[src/rtl/rr_arbiter_4_pkg.sv]
// Shared definitions for the four-way round-robin arbiter.
//   state_t   : arbiter FSM encoding (2 bits)
//   N_REQ     : number of requesters
//   rr_pick() : rotating-priority scan, returns index of first set request
//               starting at ptr and wrapping modulo N_REQ
package arb_pkg;

   localparam int N_REQ = 4;

   typedef enum logic [1:0] {
      IDLE    = 2'd0,
      GRANT   = 2'd1,
      RECOVER = 2'd2
   } state_t;

   // Caller only uses the result when req != 0; with no request set the
   // returned index is ptr.
   function automatic logic [1:0] rr_pick(input logic [N_REQ-1:0] req,
                                          input logic [1:0]       ptr);
      logic [1:0] idx;
      logic       found;
      rr_pick = ptr;
      found   = 1'b0;
      for (int i = 0; i < N_REQ; i++) begin
         idx = ptr + 2'(i);
         if (!found && req[idx]) begin
            rr_pick = idx;
            found   = 1'b1;
         end
      end
   endfunction

endpackage

[src/rtl/rr_arbiter_4_if.sv]
// Requester-side bus of the round-robin arbiter.
//   req      : per-requester level request
//   grant    : one-hot grant
//   grant_id : index of current/last grant (qualify with busy)
//   busy     : a grant is active
//   timeout  : one-cycle pulse when a grant is revoked by the hold limit
// master = requester side, slave = arbiter side.
interface rr_arbiter_4_if;
   import arb_pkg::*;

   logic [N_REQ-1:0] req;
   logic [N_REQ-1:0] grant;
   logic [1:0]       grant_id;
   logic             busy;
   logic             timeout;

   modport master (output req, input grant, grant_id, busy, timeout);
   modport slave  (input req, output grant, grant_id, busy, timeout);

endinterface

[src/rtl/rr_arbiter_4_decoder.sv]
// decoder_2to4: enabled 2-to-4 one-hot decoder.
//   a_i  : select MSB
//   b_i  : select LSB
//   en_i : enable; all outputs low when deasserted
//   y_o  : one-hot output, y_o[i] is Y{i}
module decoder_2to4 (
   input  logic       a_i,
   input  logic       b_i,
   input  logic       en_i,
   output logic [3:0] y_o
);

   always_comb begin
      y_o = 4'b0000;
      if (en_i) begin
         case ({a_i, b_i})
            2'b00:   y_o = 4'b0001;
            2'b01:   y_o = 4'b0010;
            2'b10:   y_o = 4'b0100;
            default: y_o = 4'b1000;
         endcase
      end
   end

endmodule

[src/rtl/rr_arbiter_4.sv]
// rr_arbiter_4: four-way round-robin arbiter with grant hold limit.
//   clk   : system clock, rising edge
//   rst_n : asynchronous active-low reset
//   bus   : rr_arbiter_4_if.slave (req in; grant, grant_id, busy, timeout out)
// Parameters: MAX_HOLD (2..255) cycles a grant may stay asserted;
//             CNT_W derived hold counter width, do not override.
//
// state   | meaning
// --------+---------------------------------------------------------
// IDLE    | no grant; arbitrate among pending requests
// GRANT   | grant_id owns the resource; hold counter running
// RECOVER | one dead cycle after a revoke, timeout pulse is high
module rr_arbiter_4
   import arb_pkg::*;
#(
   parameter int MAX_HOLD = 16,
   parameter int CNT_W    = $clog2(MAX_HOLD + 1)
) (
   input  logic             clk,
   input  logic             rst_n,
   rr_arbiter_4_if.slave    bus
);

   state_t           state_q;
   logic [1:0]       ptr_q;
   logic [1:0]       grant_id_q;
   logic [CNT_W-1:0] hold_cnt_q;
   logic             timeout_q;
   logic [1:0]       pick_d;

   assign pick_d = rr_pick(bus.req, ptr_q);

   always_ff @(posedge clk or negedge rst_n) begin
      if (!rst_n) begin
         state_q    <= IDLE;
         ptr_q      <= 2'd0;
         grant_id_q <= 2'd0;
         hold_cnt_q <= '0;
         timeout_q  <= 1'b0;
      end else begin
         timeout_q <= 1'b0;
         case (state_q)
            IDLE: begin
               if (bus.req != '0) begin
                  grant_id_q <= pick_d;
                  // Priority moves past the winner at grant time, so a
                  // revoked requester is already behind the others.
                  ptr_q      <= pick_d + 2'd1;
                  hold_cnt_q <= '0;
                  state_q    <= GRANT;
               end
            end
            GRANT: begin
               // Release is checked first so it wins over the hold limit.
               if (!bus.req[grant_id_q]) begin
                  state_q <= IDLE;
               end else if (hold_cnt_q == CNT_W'(MAX_HOLD - 1)) begin
                  state_q   <= RECOVER;
                  timeout_q <= 1'b1;
               end else begin
                  hold_cnt_q <= hold_cnt_q + CNT_W'(1);
               end
            end
            RECOVER: state_q <= IDLE;
            default: state_q <= IDLE;
         endcase
      end
   end

   assign bus.grant_id = grant_id_q;
   assign bus.busy     = (state_q == GRANT);
   assign bus.timeout  = timeout_q;

   // Decoder inputs are all registered, so grant is clean within a cycle.
   decoder_2to4 u_dec (
      .a_i  (grant_id_q[1]),
      .b_i  (grant_id_q[0]),
      .en_i (state_q == GRANT),
      .y_o  (bus.grant)
   );

endmodule
[src/flat_wrapper.sv]
// flat-port wrapper written by rule: the top's interface ports become plain ports
module rr_arbiter_4_flat import arb_pkg::*;
#(
   parameter int MAX_HOLD = 16,
   parameter int CNT_W    = $clog2(MAX_HOLD + 1)
)
  (clk, rst_n, bus_req, bus_grant, bus_grant_id, bus_busy, bus_timeout);
  rr_arbiter_4_if bus_i ();
  input  logic clk;
  input  logic rst_n;
  input wire logic [$bits(bus_i.req)-1:0] bus_req;
  output wire logic [$bits(bus_i.grant)-1:0] bus_grant;
  output wire logic [$bits(bus_i.grant_id)-1:0] bus_grant_id;
  output wire logic [$bits(bus_i.busy)-1:0] bus_busy;
  output wire logic [$bits(bus_i.timeout)-1:0] bus_timeout;
  assign bus_i.req = bus_req;
  assign bus_grant = bus_i.grant;
  assign bus_grant_id = bus_i.grant_id;
  assign bus_busy = bus_i.busy;
  assign bus_timeout = bus_i.timeout;
  rr_arbiter_4 #(.MAX_HOLD(MAX_HOLD), .CNT_W(CNT_W)) u_core (.clk(clk), .rst_n(rst_n), .bus(bus_i));
endmodule
[config.mk]
export PLATFORM = sky130hd
export DESIGN_NAME = rr_arbiter_4_flat
export DESIGN_NICKNAME = d
export VERILOG_FILES = /design/src/rtl/rr_arbiter_4_pkg.sv /design/src/rtl/rr_arbiter_4_if.sv /design/src/rtl/rr_arbiter_4_decoder.sv /design/src/rtl/rr_arbiter_4.sv /design/src/flat_wrapper.sv
export SDC_FILE = /design/constraint.sdc
export NUM_CORES = 1
export LEC_CHECK = 0
export ABC_CLOCK_PERIOD_IN_PS = 1800
export CAP_MARGIN = 20
export CELL_PAD_IN_SITES_DETAIL_PLACEMENT = 0
export CELL_PAD_IN_SITES_GLOBAL_PLACEMENT = 1
export CORE_MARGIN = 1.5
export CORE_UTILIZATION = 33
export CTS_CLUSTER_DIAMETER = 150
export DETAILED_ROUTE_END_ITERATION = 8
export GPL_TIMING_DRIVEN = 0
export PLACE_DENSITY_LB_ADDON = 0.1
export SETUP_SLACK_MARGIN = 0.2
export SYNTH_ARGS = -nofsm -noshare
export SYNTH_HDL_FRONTEND = slang
export SYNTH_SLANG_ARGS = --single-unit
[constraint.sdc]
create_clock -name clk -period 1.8 [get_ports clk]
set_clock_uncertainty 0.2 [all_clocks]
set_input_delay 0.54 -clock clk [delete_from_list [all_inputs] [get_ports clk]]
set_output_delay 0.54 -clock clk [all_outputs]
set_load 0.1 [all_outputs]
==> results of run 1 <==
flip-flops by register name (all words and copies together), names as in the netlist:
signal	cells
u_core.ptr_q	2
u_core.bus.timeout	1
u_core.hold_cnt_q	5
u_core.bus.grant_id	2
u_core.state_q	2
worst min-delay path by stage:
stage | end | slack, ns
after floorplan | u_core.bus.grant_id[0]$_DFFE_PN0P_ | 0.04
after global placement | u_core.hold_cnt_q[0]$_DFFE_PN0P_ | 0.31
after detailed placement | u_core.hold_cnt_q[0]$_DFFE_PN0P_ | 0.31
after CTS | u_core.hold_cnt_q[0]$_DFFE_PN0P_ | 0.31
after global routing | u_core.hold_cnt_q[4]$_DFFE_PN0P_ | 0.37
final | u_core.hold_cnt_q[4]$_DFFE_PN0P_ | 0.33
power by group:
group	total [mW]	internal, mW	switching (mW)
Sequential	0.466	0.358	0.108
Clock	0.172	0.0860	0.0857
Combinational	1.87	0.869	1.01
per-layer routing:
layer  global-route usage  vias up  wire (um)
met4              0.04286        0         26
met2               0.2410       14        956
li1                     -      327          -
met1               0.1709      318        737
met5                    0        -          0
met3              0.06135        5         87
cells by family (layout without fill, tap and decap cells):
| kind of cell | after synthesis | after routing | share of synthesized area |
|---|---|---|---|
| and+or+nand+nor | 35 | 35 | 0.2695 |
| DFF | 12 | 12 | 0.4255 |
| AOI/OAI and AO/OA | 11 | 11 | 0.1223 |
| buffers and inverters | 7 | 40 | 0.04787 |
| muxes | 4 | 4 | 0.07447 |
| adders and majority gates | 2 | 2 | 0.03546 |
| xor gates and xnor gates | 2 | 2 | 0.02483 |
area by class of cell:
cell class | instances | area [um2] | share of cell area
multi-input combinational | 54 | 521.8 | 0.4056
buffer | 4 | 48.80 | 0.03794
sequential | 12 | 305.3 | 0.2374
clock buffer | 4 | 26.28 | 0.02043
timing repair buffer | 29 | 339.1 | 0.2636
inverter | 3 | 11.26 | 0.008755
tap | 27 | 33.78 | 0.02626
cell usage after synthesis, drive strengths merged:
cell	number	area [um2]
mux4	1	22.52
ha	2	25.02
a2111oi	1	15.01
o31ai	1	7.510
xor2	1	8.760
inv	3	11.26
buf	2	15.01
o21ai	2	10.01
nor2	10	40.04
a31oi	1	6.260
nor4	1	6.260
a21o	2	15.01
and4b	2	20.02
and3	4	25.02
nor3b	2	15.01
dfrtp	12	300.3
o2111ai	1	8.760
or3	1	6.260
nor2b	2	12.51
nand3	1	5.000
nor3	1	5.000
and4	1	8.760
nand2	7	26.28
mux2i	3	30.03
a211o	1	8.760
clkbuf	2	7.510
nand2b	2	12.51
and2b	1	7.510
a21oi	1	5.000
a311o	1	10.01
xnor2	1	8.760
worst reg2reg max path: stages, from the launching register on:
cell and delay (ns):
sky130_fd_sc_hd__dfrtp_2 0.47, sky130_fd_sc_hd__buf_6 0.13, sky130_fd_sc_hd__mux4_2 0.56, sky130_fd_sc_hd__and4b_1 0.24, sky130_fd_sc_hd__xnor2_1 0.15, sky130_fd_sc_hd__nor2_1 0.05
what timing repair did:
| action | CTS | global route |
|---|---|---|
| gates cloned | 0 | 0 |
| gates resized for setup | 108 | 16 |
| setup buffers | 11 | 5 |
| pin swaps | 6 | 11 |
| setup endpoints to repair | 20 | 20 |
layout by cell type (no fill, tap or decap), types with 2 or more instances in the layout:
cell and n:
sky130_fd_sc_hd__clkbuf_4 3, sky130_fd_sc_hd__dfrtp_2 4, sky130_fd_sc_hd__inv_1 3, sky130_fd_sc_hd__nand2b_1 2
sky130_fd_sc_hd__mux2i_1 3, sky130_fd_sc_hd__buf_6 7, sky130_fd_sc_hd__buf_8 2, sky130_fd_sc_hd__buf_4 11
sky130_fd_sc_hd__buf_2 3, sky130_fd_sc_hd__and4b_1 2, sky130_fd_sc_hd__buf_12 8, sky130_fd_sc_hd__nand2_1 6
sky130_fd_sc_hd__dfrtp_1 8, sky130_fd_sc_hd__nor2_1 7, sky130_fd_sc_hd__a21o_1 2, sky130_fd_sc_hd__and3_4 2
sky130_fd_sc_hd__nor2_4 3, sky130_fd_sc_hd__nor3b_4 2
==> impl_metrics.yaml, run 1 <==
cts:
  cts-htree-levels: 1
  clock_tree.buffer_depth: 2
  clkSlewWorstSetupHoldPaths_ns: 0.07
  worst_skew_pair.late_latency_ns: 0.28
  ctsHoldBuffers: 0
  buffer_cell_driving_the_clock_tree_root: "sky130_fd_sc_hd__clkbuf_4"
  cts_made_buffers: 3
  numClockSinks: 12
  cts_tree: "yes"
power_and_ir_drop:
  vdd.ir_drop.worst_mv: 1.262
  power_density_nw_per_um2: 1953
  post-layout-total-power_mw: 2.512
  leakage_nw: 0.5662
setup_path:
  worstReg2RegStart: "u_core.bus.grant_id[0]$_DFFE_PN0P_"
  critical_path.startpoint: "u_core.state_q[1]$_DFFE_PN0P_"
  timing.critical_path.slowest_stage_cell: "sky130_fd_sc_hd__dfrtp_1"
  chain_of_cells_forming_the_critical_path: "nor2b_4, buf_8, nor3b_4, buf_12"
  regToRegEndpoint: "u_core.hold_cnt_q[2]$_DFFE_PN0P_"
  sort_of_element_at_the_end_of_the_critical_path: "output port"
  arrival_time_worst_endpoint_ns: 1.36
  worstRegToRegCells: 5
  setup.worst_path.end: "bus_grant[0]"
  crit_path_max_incr_delay_ns: 0.42
  critical-path-top-delay-family: "flip-flops"
  cp_num_buf_inv: 2
  crit_path_start_kind: "flop"
  worst_ep_required_time_ns: 1.06
  r2r_setup_slack_ns: -0.12
  worst-path-max-fanout: 5
  path_class: "flop to output port"
  crit_path_depth: 4
die:
  fp.dieArea_um2: 2425
  floorplan.core_area_um2: 1982
  floorplan.initialDensity: 0.3561
  vertical_extent_of_the_die_um: 49.24
  ioPinCount: 14
  chipWidth_um: 49.24
  fp-row-count: 16
logic_synthesis:
  post_synth_inst_count: 73
  synth_cell_type_count: 32
  synth-seq-cells: 12
  syn-cell-area_um2: 705.7
  count_of_synthesis_stage_warnings_from_yosys: 0
  synth_nets: 81
  sequential_to_total_area_share_from_yosys_stat: 0.4255
  synthesized_area_divided_by_synthesized_cell_count_um2: 9.667
detailed_routing:
  wire_per_inst_um: 13.59
  route.antenna.remaining_nets: 0
  detailedRoute.firstIterationViolations: 2
  finalWirelength_um: 1808
  route.vias.total: 664
  route.detailed.drc: 0
  drt-vias-per-instance: 4.992
  firstDrtPassIters: 2
timing:
  timing_hold_violations_final: 0
  finalSetupViolations: 11
  max_slew_headroom: 0.6423
  unrepaired_setup_endpoints_after_global_routing: "yes"
  worst_pin_slew_ns: 0.5349
  period_share: 1.165
  layout_setup_ws_ns: -0.2966
  fin_crit_ns: 2.097
  fin_worst_hold_slack_ns: 0.3338
  timing.setup.tns_ns: -1.732
  max_freq_mhz: 477.0
  maxSlewViolCount: 0
finish:
  drive_gt1_frac: 0.5849
  antennaDiodeCount: 0
  finish.utilization: 0.6490
  area_growth_syn_to_fin_pct: 82.27
  filler_free_cell_count_of_the_finished_design: 133
  num-fill-cells: 149
  final_nets: 115
  finish.instance_area_um2: 1286
placed_design:
  dp_hpwl_um: 1009
  cell_area_after_placement_um2: 929.6
  preCtsSetupSlack_ns: -0.9283
  gpl.final_weighted_congestion: 0.7387
  dp.cells: 113
  portBuffers: 13
global_route:
  grt_max_degree: 13
  grt.total_usage: 0.1457
  vias_in_the_first_global_route: 583
  number_of_antenna_violations_at_the_first_check_in_global_routing: 0
  grt_first_pass_wirelength_um: 2642
  grt_overflow: 0
flow_run:
  drv.max_cap_violation_count: 0
outcome:
  failed_checks: "setup timing"
  outcome: "finished, violations left"
worst_hold_path:
  worst_hold_startpoint: "u_core.hold_cnt_q[4]$_DFFE_PN0P_"
  worst_hold_depth: 2
  min_path_type: "flop to flop"
Power figures use the tool's default switching activity.
==> run 2: changes to the inputs <==
- TNS_END_PERCENT: unset -> 100
==> results of run 2 <==
Same layout as run 1: the final DEF is identical, and so are final timing and power.
